File: config.mk
export PLATFORM = sky130hd
export DESIGN_NAME = ysyx_25010008_lsu_axi_master
export DESIGN_NICKNAME = d
export VERILOG_FILES = /design/src/rtl/ysyx_25010008_lsu_pkg.sv /design/src/rtl/ysyx_25010008_lsu_lfsr.sv /design/src/rtl/ysyx_25010008_lsu_axi_master.sv
export SDC_FILE = /design/constraint.sdc
export NUM_CORES = 1
export LEC_CHECK = 0
export CAP_MARGIN = 20
export CELL_PAD_IN_SITES_DETAIL_PLACEMENT = 0
export CELL_PAD_IN_SITES_GLOBAL_PLACEMENT = 1
export CORE_UTILIZATION = 41
export CTS_BUF_LIST = sky130_fd_sc_hd__clkbuf_2 sky130_fd_sc_hd__clkbuf_4 sky130_fd_sc_hd__clkbuf_8
export DETAILED_ROUTE_END_ITERATION = 12
export HOLD_SLACK_MARGIN = 0.03
export PLACE_DENSITY_LB_ADDON = 0.1
export RECOVER_POWER = 100
export SETUP_SLACK_MARGIN = 0.15
export SLEW_MARGIN = 40
export SYNTH_ARGS = -nofsm -noshare
export SYNTH_HDL_FRONTEND = slang
export SYNTH_SLANG_ARGS = --single-unit
File: constraint.sdc
create_clock -name clk -period 5.5 [get_ports clk]
set_input_delay 0.825 -clock clk [delete_from_list [all_inputs] [get_ports clk]]
set_output_delay 0.825 -clock clk [all_outputs]
set_load 0.01 [all_outputs]
File: src/rtl/ysyx_25010008_lsu_pkg.sv
// Shared types and lane helpers for the AXI4-Lite LSU.
// Helpers work on a 64-bit lane view; callers truncate to DATA_W.
package ysyx_25010008_lsu_pkg;

    localparam logic [1:0] SZ_B = 2'd0;
    localparam logic [1:0] SZ_H = 2'd1;
    localparam logic [1:0] SZ_W = 2'd2;
    localparam logic [1:0] SZ_D = 2'd3;

    localparam logic [1:0] OKAY   = 2'd0;
    localparam logic [1:0] EXOKAY = 2'd1;
    localparam logic [1:0] SLVERR = 2'd2;
    localparam logic [1:0] DECERR = 2'd3;

    typedef enum logic [2:0] {
        StIdle,
        StDelay,
        StRaddr,
        StRdata,
        StWreq,
        StBresp,
        StResp
    } lsu_state_e;

    // EXOKAY is meaningless on AXI4-Lite, so anything but OKAY is an error.
    function automatic logic resp_is_err(input logic [1:0] resp);
        return (resp == EXOKAY) || (resp == SLVERR) || (resp == DECERR);
    endfunction

    function automatic logic [2:0] size_mask(input logic [1:0] size);
        return 3'((4'd1 << size) - 4'd1);
    endfunction

    function automatic logic [63:0] lane_shift(input logic [63:0] data, input logic [2:0] off);
        return data << {off, 3'b000};
    endfunction

    function automatic logic [7:0] lane_strb(input logic [2:0] off, input logic [1:0] size);
        logic [8:0] m;
        m = (9'd1 << (4'd1 << size)) - 9'd1;
        return m[7:0] << off;
    endfunction

    function automatic logic [63:0] lane_extract(input logic [63:0] data, input logic [2:0] off,
                                                 input logic [1:0] size, input logic sext);
        logic [63:0] s;
        s = data >> {off, 3'b000};
        case (size)
            SZ_B:    return {{56{sext & s[7]}}, s[7:0]};
            SZ_H:    return {{48{sext & s[15]}}, s[15:0]};
            SZ_W:    return {{32{sext & s[31]}}, s[31:0]};
            default: return s;
        endcase
    endfunction

endpackage

File: src/rtl/ysyx_25010008_lsu_lfsr.sv
// Galois LFSR producing the random issue delay.
// Only built when YSYX_25010008_LSU_DELAY_EN is defined.
`ifdef YSYX_25010008_LSU_DELAY_EN
module ysyx_25010008_lsu_lfsr #(
    parameter int unsigned      WIDTH = 8,
    parameter logic [WIDTH-1:0] TAPS  = WIDTH'(8'hB8),
    parameter logic [WIDTH-1:0] SEED  = WIDTH'(1)
) (
    input  logic             clk,
    input  logic             rst,
    output logic [WIDTH-1:0] value
);

    always_ff @(posedge clk or negedge rst) begin
        if (!rst) begin
            value <= SEED;
        end else begin
            value <= (value >> 1) ^ (value[0] ? TAPS : '0);
        end
    end

endmodule
`endif

File: src/rtl/ysyx_25010008_lsu_axi_master.sv
// Load/store unit: one CPU request at a time onto AXI4-Lite, with alignment checks.
// Define YSYX_25010008_LSU_DELAY_EN to insert a random LFSR delay before bus issue.
module ysyx_25010008_lsu_axi_master
    import ysyx_25010008_lsu_pkg::*;
#(
    parameter int unsigned ADDR_W  = 32,
    parameter int unsigned DATA_W  = 32,
    parameter int unsigned DELAY_W = 8
) (
    input  logic                clk,
    input  logic                rst,
    input  logic                req_valid,
    output logic                req_ready,
    input  logic                req_wen,
    input  logic [ADDR_W-1:0]   req_addr,
    input  logic [1:0]          req_size,
    input  logic                req_sext,
    input  logic [DATA_W-1:0]   req_wdata,
    output logic                resp_valid,
    output logic [DATA_W-1:0]   resp_rdata,
    output logic                resp_err,
    output logic [ADDR_W-1:0]   araddr,
    output logic                arvalid,
    input  logic                arready,
    input  logic [DATA_W-1:0]   rdata,
    input  logic [1:0]          rresp,
    input  logic                rvalid,
    output logic                rready,
    output logic [ADDR_W-1:0]   awaddr,
    output logic                awvalid,
    input  logic                awready,
    output logic [DATA_W-1:0]   wdata,
    output logic [DATA_W/8-1:0] wstrb,
    output logic                wvalid,
    input  logic                wready,
    input  logic [1:0]          bresp,
    input  logic                bvalid,
    output logic                bready
);

    localparam int unsigned STRB_W = DATA_W / 8;
    localparam int unsigned OFF_W  = $clog2(STRB_W);

    if ((DATA_W != 32 && DATA_W != 64) || DELAY_W < 2) begin : g_bad_param
        $error("lsu_axi_master: DATA_W must be 32 or 64 and DELAY_W >= 2");
    end

    lsu_state_e        state;
    logic [ADDR_W-1:0] addr_q;
    logic [1:0]        size_q;
    logic              sext_q;
    logic              wen_q;
    logic [DATA_W-1:0] wdata_q;
    logic              aw_done_q;
    logic              w_done_q;

    logic              src_wen;
    logic [ADDR_W-1:0] src_addr;
    logic [1:0]        src_size;
    logic [DATA_W-1:0] src_wdata;
    logic [2:0]        off3;
    logic [ADDR_W-1:0] aligned;
    logic              bad_req;
    logic              aw_fin;
    logic              w_fin;
    logic              go_issue;

    // In IDLE decode straight from the request; afterwards from the latched copy.
    always_comb begin
        if (state == StIdle) begin
            src_wen   = req_wen;
            src_addr  = req_addr;
            src_size  = req_size;
            src_wdata = req_wdata;
        end else begin
            src_wen   = wen_q;
            src_addr  = addr_q;
            src_size  = size_q;
            src_wdata = wdata_q;
        end
    end

    assign off3      = 3'(src_addr[OFF_W-1:0]);
    assign aligned   = {src_addr[ADDR_W-1:OFF_W], {OFF_W{1'b0}}};
    assign bad_req   = ((off3 & size_mask(src_size)) != 3'd0) || (src_size == SZ_D && DATA_W == 32);
    assign aw_fin    = aw_done_q | (awvalid & awready);
    assign w_fin     = w_done_q | (wvalid & wready);
    assign req_ready = (state == StIdle);

`ifdef YSYX_25010008_LSU_DELAY_EN
    logic [DELAY_W-1:0] lfsr_val;
    logic [DELAY_W-1:0] dly_cnt_q;

    ysyx_25010008_lsu_lfsr #(
        .WIDTH (DELAY_W)
    ) u_lfsr (
        .clk   (clk),
        .rst   (rst),
        .value (lfsr_val)
    );

    assign go_issue = (state == StDelay) && (dly_cnt_q == '0);
`else
    assign go_issue = (state == StIdle) && req_valid && !bad_req;
`endif

    always_ff @(posedge clk or negedge rst) begin
        if (!rst) begin
            state      <= StIdle;
            addr_q     <= '0;
            size_q     <= SZ_B;
            sext_q     <= 1'b0;
            wen_q      <= 1'b0;
            wdata_q    <= '0;
            aw_done_q  <= 1'b0;
            w_done_q   <= 1'b0;
            resp_valid <= 1'b0;
            resp_rdata <= '0;
            resp_err   <= 1'b0;
            araddr     <= '0;
            arvalid    <= 1'b0;
            rready     <= 1'b0;
            awaddr     <= '0;
            awvalid    <= 1'b0;
            wdata      <= '0;
            wstrb      <= '0;
            wvalid     <= 1'b0;
            bready     <= 1'b0;
`ifdef YSYX_25010008_LSU_DELAY_EN
            dly_cnt_q  <= '0;
`endif
        end else begin
            resp_valid <= 1'b0;
            unique case (state)
                StIdle: begin
                    if (req_valid) begin
                        addr_q    <= req_addr;
                        size_q    <= req_size;
                        sext_q    <= req_sext;
                        wen_q     <= req_wen;
                        wdata_q   <= req_wdata;
                        aw_done_q <= 1'b0;
                        w_done_q  <= 1'b0;
                        resp_err  <= 1'b0;
                        if (bad_req) begin
                            state      <= StResp;
                            resp_valid <= 1'b1;
                            resp_err   <= 1'b1;
                            resp_rdata <= '0;
                        end
`ifdef YSYX_25010008_LSU_DELAY_EN
                        else begin
                            state     <= StDelay;
                            dly_cnt_q <= lfsr_val;
                        end
`endif
                    end
                end
`ifdef YSYX_25010008_LSU_DELAY_EN
                StDelay: begin
                    if (dly_cnt_q != '0) dly_cnt_q <= dly_cnt_q - DELAY_W'(1);
                end
`endif
                StRaddr: begin
                    if (arready) begin
                        arvalid <= 1'b0;
                        rready  <= 1'b1;
                        state   <= StRdata;
                    end
                end
                StRdata: begin
                    if (rvalid) begin
                        rready     <= 1'b0;
                        resp_valid <= 1'b1;
                        resp_err   <= resp_is_err(rresp);
                        resp_rdata <= resp_is_err(rresp) ? '0 :
                            DATA_W'(lane_extract(64'(rdata), off3, size_q, sext_q));
                        state      <= StResp;
                    end
                end
                StWreq: begin
                    if (awvalid && awready) begin
                        awvalid   <= 1'b0;
                        aw_done_q <= 1'b1;
                    end
                    if (wvalid && wready) begin
                        wvalid   <= 1'b0;
                        w_done_q <= 1'b1;
                    end
                    if (aw_fin && w_fin) begin
                        bready <= 1'b1;
                        state  <= StBresp;
                    end
                end
                StBresp: begin
                    if (bvalid) begin
                        bready     <= 1'b0;
                        resp_valid <= 1'b1;
                        resp_err   <= resp_is_err(bresp);
                        resp_rdata <= '0;
                        state      <= StResp;
                    end
                end
                StResp:  state <= StIdle;
                default: state <= StIdle;
            endcase

            if (go_issue) begin
                if (src_wen) begin
                    awaddr  <= aligned;
                    wdata   <= DATA_W'(lane_shift(64'(src_wdata), off3));
                    wstrb   <= STRB_W'(lane_strb(off3, src_size));
                    awvalid <= 1'b1;
                    wvalid  <= 1'b1;
                    state   <= StWreq;
                end else begin
                    araddr  <= aligned;
                    arvalid <= 1'b1;
                    state   <= StRaddr;
                end
            end
        end
    end

endmodule

## Yosys cells after proc, flatten, opt, wreduce, memory -nomap -nowiden

Cells that the tools add are included.

- Bits in registers: 208
- Input port bits: 112
- Word-level logic and storage cells: 142

- $add $sub $neg: 2
- Equality and inequality tests: 27
- Shifts and indexed selects: 5
- Muxes and demuxes: 52
- Bitwise logic cells: 8
- Reduce and logical (&&, ||, !) cells: 28

Operator list:

| kind | number |
|---|---|
| 2-to-1 mux 32 bit | 7 |
| one-hot mux 32 bit (3 select lines) | 2 |
| << shifter 32 x 5 -> 32 bit | 1 |
| right shift 32 x 5 -> 32 bit | 1 |
| 2-to-1 mux 1 bit | 27 |
| 2-to-1 mux 3 bit | 8 |
| one-hot mux 3 bit (5 select lines) | 1 |
| != test 2 bit (second input constant) | 7 |
| == test 2 bit (second input constant) | 6 |
| != test 3 bit (second input constant) | 4 |
| AND reduction 3 bit | 4 |
| one-hot mux 1 bit (2 select lines) | 4 |
| << shifter 1 x 4 -> 8 bit (first input constant) | 1 |
| << shifter 8 x 2 -> 4 bit | 1 |
| subtractor 8 x 1 -> 8 bit (second input constant) | 1 |
| == test 2 x 1 -> 1 bit (second input constant) | 3 |
| == test 3 x 2 -> 1 bit (second input constant) | 2 |
| == test 3 bit (second input constant) | 2 |
| one-hot mux 1 bit (3 select lines) | 2 |
| AND reduction 2 bit | 3 |
| AND reduction 6 bit | 1 |
| nonzero test 2 bit | 3 |
| nonzero test 3 bit | 2 |
| logical AND 1 bit | 5 |
| 16 further kinds | 24 |

## Longest topological paths before layout

- Depth after elaboration: 11
- Depth in mapped cells: 12

## Worst setup path before layout

No wires, ideal clock.

- Path type: register to output
- From: reg state[0]
- To: out req_ready
- Arrival time: 1.702 ns
- Data required time: 4.675 ns
- Slack: 2.973 ns
- Cell stages (with the launch flop): 7
- Buffers on the path: 4
- Cell sequence: dfrtp_1 -> or3_1 -> buf_4 -> inv_4 -> buf_4 -> buf_2 -> buf_2

- Longest elaborated chain between the ends: 1

RTL lines:

| element | line | RTL |
|---|---|---|
| start: declaration | ysyx_25010008_lsu_axi_master.sv:48 | `lsu_state_e state;` |
| start signal: assignment | ysyx_25010008_lsu_axi_master.sv:109 | `state <= StIdle;` |
| start signal: assignment | ysyx_25010008_lsu_axi_master.sv:146 | `state <= StResp;` |
| start signal: assignment | ysyx_25010008_lsu_axi_master.sv:168 | `state <= StRdata;` |
| zero test 3 bit | ysyx_25010008_lsu_axi_master.sv:88 | `assign req_ready = (state == StIdle);` |
| end: declaration | ysyx_25010008_lsu_axi_master.sv:13 | `output logic req_ready,` |

Every way passes these cells.

## Worst setup path in the final report

- From: reg state[0]
- To: reg resp_rdata[15]

- Longest elaborated chain between the ends: 9
- Elaborated cells on any way between the ends: 23

RTL lines:

| element | line | RTL |
|---|---|---|
| branches (longest 9 deep; another with 2-to-1 mux 32 bit) | - |  |
| end signal: assignment | ysyx_25010008_lsu_axi_master.sv:176 | `resp_rdata <= resp_is_err(rresp) ? '0 :` |
| end: declaration | ysyx_25010008_lsu_axi_master.sv:20 | `output logic [DATA_W-1:0] resp_rdata,` |

Parallel ways; which one is timed is not known. The select of a mux whose other input is x is not followed.
A chain may end at the register's enable or synchronous reset.

==> impl_metrics.csv <==
group,metric,value,unit
status,outcome,"finished with violations",
status,failed_checks,"max-capacitance violations, max-slew violations",
synth,synth_area,0.00988,sq mm
setup_path,reg2reg_slack,0.99,ns
sta,maxSlewViolCount,314,
clock_tree,cts_hold_buf,0,
worst_hold_path,hold_end,"resp_rdata[4]",
layout,synthToLayoutAreaGrowth,33.3,%
routing,wl,29000,um
power_and_ir_drop,p_per_area,539,mW/mm^2
global_routing,grt_max_degree,113,
global_routing,antenna_found_initial,1,
power_and_ir_drop,p_leak,6.34,nW
clock_tree,cts_tree,"yes",
sta,finalSetupViolCount,0,
routing,viasPerCell,5.10,
clock_tree,numCtsBuffers,38,
global_routing,grt_pass1_wl,45500,um
worst_hold_path,hold_class,"flop to flop",
synth,syn_area_per_cell,9.05,sq um
synth,ys_ff_latch,207,
setup_path,critPathLaunchType,"flop",
layout,fillCellCount,2240,
synth,synthFlopType,"dfrtp_1",
sta,setup-tns-final,0,ns
clock_tree,clockBufferDepth,3,
sta,timing.fmax,222,MHz
place,place_ws,1.61,ns
layout,stdcell_area,0.0132,sq mm
setup_path,worstPathArrival,4.92,ns
synth,syn_inst,1091,
clock_tree,clkTransAtPathRegs,0.05,ns
place,gp_congestion,0.860,
place,portBuffers,247,
clock_tree,cts.sinks,207,
clock_tree,clock_latency,0.55,ns
die,io_pins,252,
clock_tree,cts_setup_buffers,0,
setup_path,crit_chain,"or3_1, inv_4, and2_2, clkbuf_2, a21oi_1, clkbuf_2, a22o_1",
layout,multi_input_area,0.00426,sq mm
setup_path,max_stage_delay,1.23,ns
die,dieArea,0.0247,sq mm
synth,synth_cell_types,42,
place,place_hpwl,19500,um
setup_path,setup.worst_path.class,"flop to flop",
setup_path,path_common_cell,"clkbuf_2",
routing,drt-initial-drc-count,497,
die,rows,56,
synth,yosysWarnings,0,
routing,ant_nets,0,
sta,fin_ws,0.986,ns
synth,seq_area_frac_synth,52.5,%
layout,regArea,0.00518,sq mm
setup_path,cp-end-kind,"flop",
layout,nets,1426,
place,placed_area,0.0125,sq mm
sta,slew_headroom,-84.6,%
setup_path,reg2reg_from,"state[0]",
die,start_util,41.9,%
die,core_area,0.0235,sq mm
layout,final_core_util,55.9,%
routing,vias,8454,
routing,drt-pass1-iter-count,5,
job,drv_cap,4,
global_routing,grt_overflow,0,
sta,period_share,82.1,%
routing,drc,0,
worst_hold_path,worstHoldStart,"resp_rdata[4]",
clock_tree,cts_max_level,2,
sta,finalHoldViolCount,0,
global_routing,grtUsageTotal,23.8,%
sta,finClkSkew,0.0342,ns
layout,drive_above_1_share,6.66,%
routing,wl_per_cell,17.5,um
clock_tree,cts_resized,0,
die,die_y,157,um
sta,tightest_slew,2.77,ns
synth,synth-async-reset-ratio,100,%
power_and_ir_drop,fin_total_pwr,7.09,mW
setup_path,required,5.90,ns
global_routing,first_global_vias,8196,
setup_path,r2r_cells,7,
setup_path,crit_slowest_cell,"clkbuf_2",
clock_tree,cts_root_buf,"clkbuf_8",
sta,rsz0062_at_grt,"false",
synth,synth_edf_count,0,
die,die_w,157,um
setup_path,reg2reg_to,"resp_rdata[15]",
sta,post-route-min-period,4.51,ns
setup_path,critical_path.max_fanout,69,
worst_hold_path,min_path_cells,2,
power_and_ir_drop,ir_drop,223,uV
[final cells by class]
class / instances / share of cell area, %
diodes: 1 / 0.0190
repair buffers: 261 / 19.5
well taps: 319 / 3.03
multi-input cells: 803 / 32.3
clock inverters: 6 / 0.295
inverters: 3 / 0.105
flip-flops and latches: 207 / 39.4
clock buffers: 57 / 5.39
[state kept, by name, indices dropped and copies added (netlist names), 2 cells and up]
signal      flops
addr_q         32
resp_rdata     32
wdata          32
wdata_q        32
araddr         30
awaddr         30
wstrb           4
state           3
size_q          2
[worst max path at each step]
stage                      from        endpoint  slack [ns]  cells past startpoint
detailed placement  req_addr[0]       wdata[29]        1.61                      8
global placement    req_addr[0]       wdata[30]        1.69                      8
floorplan              state[0]       req_ready        2.97                      6
finish                 state[0]  resp_rdata[15]        0.99                      7
CTS                    state[0]       req_ready        1.22                      4
global route           state[0]       awaddr[7]        0.64                      8
[worst max-delay path: cells and delay by family (launching register included)]
family,cells,cell delay [ns]
compound gates,2,0.57
buf+inv,3,2.25
flops,1,0.53
simple gates,2,1.03
[cells in the final DEF (no fill, tap or decap), types with 2 or more instances in the layout]
| cell | n |
|---|---|
| clkdlybuf4s50_1 | 110 |
| inv_1 | 2 |
| nor2b_1 | 10 |
| clkbuf_1 | 2 |
| nor3_1 | 4 |
| nand2_1 | 414 |
| o22ai_1 | 4 |
| a32o_1 | 16 |
| or3_1 | 2 |
| o21ai_0 | 106 |
| mux2i_4 | 2 |
| clkbuf_8 | 45 |
| o21ai_1 | 2 |
| o31a_1 | 2 |
| o211ai_1 | 8 |
| a21oi_1 | 44 |
| clkbuf_2 | 7 |
| a211oi_1 | 8 |
| mux2_1 | 8 |
| o31ai_1 | 17 |
| nand3_1 | 25 |
| nor2_1 | 16 |
| a21o_1 | 2 |
| buf_4 | 5 |
| and2_1 | 2 |
| mux2_2 | 2 |
| a31oi_1 | 2 |
| nand2b_1 | 4 |
| mux2i_1 | 87 |
| dlygate4sd3_1 | 136 |
| conb_1 | 4 |
| clkinv_2 | 4 |
| dfrtp_1 | 206 |
| clkbuf_4 | 12 |
[metrics by stage]
step	hold slack, ns	std cells
CTS	0.263	1655
detailed placement	0.461	1592
global route	0.489	1656
global placement	0.456	1592
finish	0.466	1657
floorplan	0.445	1094
[report_power, final]
part	total (mW)	switching, mW	internal (mW)
clock	1.47	0.646	0.822
combinational	3.08	1.77	1.31
sequential	2.54	0.427	2.12
[metal layers]
metal	global-route usage (%)	part of all wire [%]	vias up
met3	6.17	8.0	43
met5	0	0	-
li1	-	-	4127
met2	35.1	44	273
met1	34.6	47	4011
met4	6.24	1.6	0
[kinds of logic after synthesis]
group | after synthesis | share of synthesized area, %
other cells | 1 | 0.0380
compound gates | 215 | 13.1
mux | 100 | 10.7
simple gates | 484 | 19.5
flops | 207 | 52.5
buf+inv | 84 | 4.24
[synthesized netlist by cell type, types with 2 or more instances]
master / n / area share [%]
and2_1: 3 / 0.19
buf_6: 5 / 0.57
buf_2: 27 / 1.4
o31a_1: 2 / 0.18
o31ai_1: 17 / 1.3
nand2b_1: 4 / 0.25
mux2_4: 8 / 1.2
a31oi_1: 2 / 0.13
nor3_1: 4 / 0.20
dfrtp_1: 207 / 52
clkbuf_1: 38 / 1.4
nand2_1: 414 / 16
a32o_1: 16 / 1.6
o21ai_0: 97 / 4.9
a21o_1: 2 / 0.15
buf_4: 8 / 0.61
o21ai_1: 11 / 0.56
nand3_1: 25 / 1.3
o211ai_1: 8 / 0.61
inv_1: 2 / 0.076
mux2_2: 2 / 0.23
buf_1: 3 / 0.11
nor2_1: 17 / 0.65
a21oi_1: 45 / 2.3
o22ai_1: 3 / 0.19
a211oi_1: 8 / 0.61
or3_1: 2 / 0.13
nor2b_1: 10 / 0.63
mux2i_1: 88 / 8.9
Note: power is estimated with default switching activity, not from simulation.
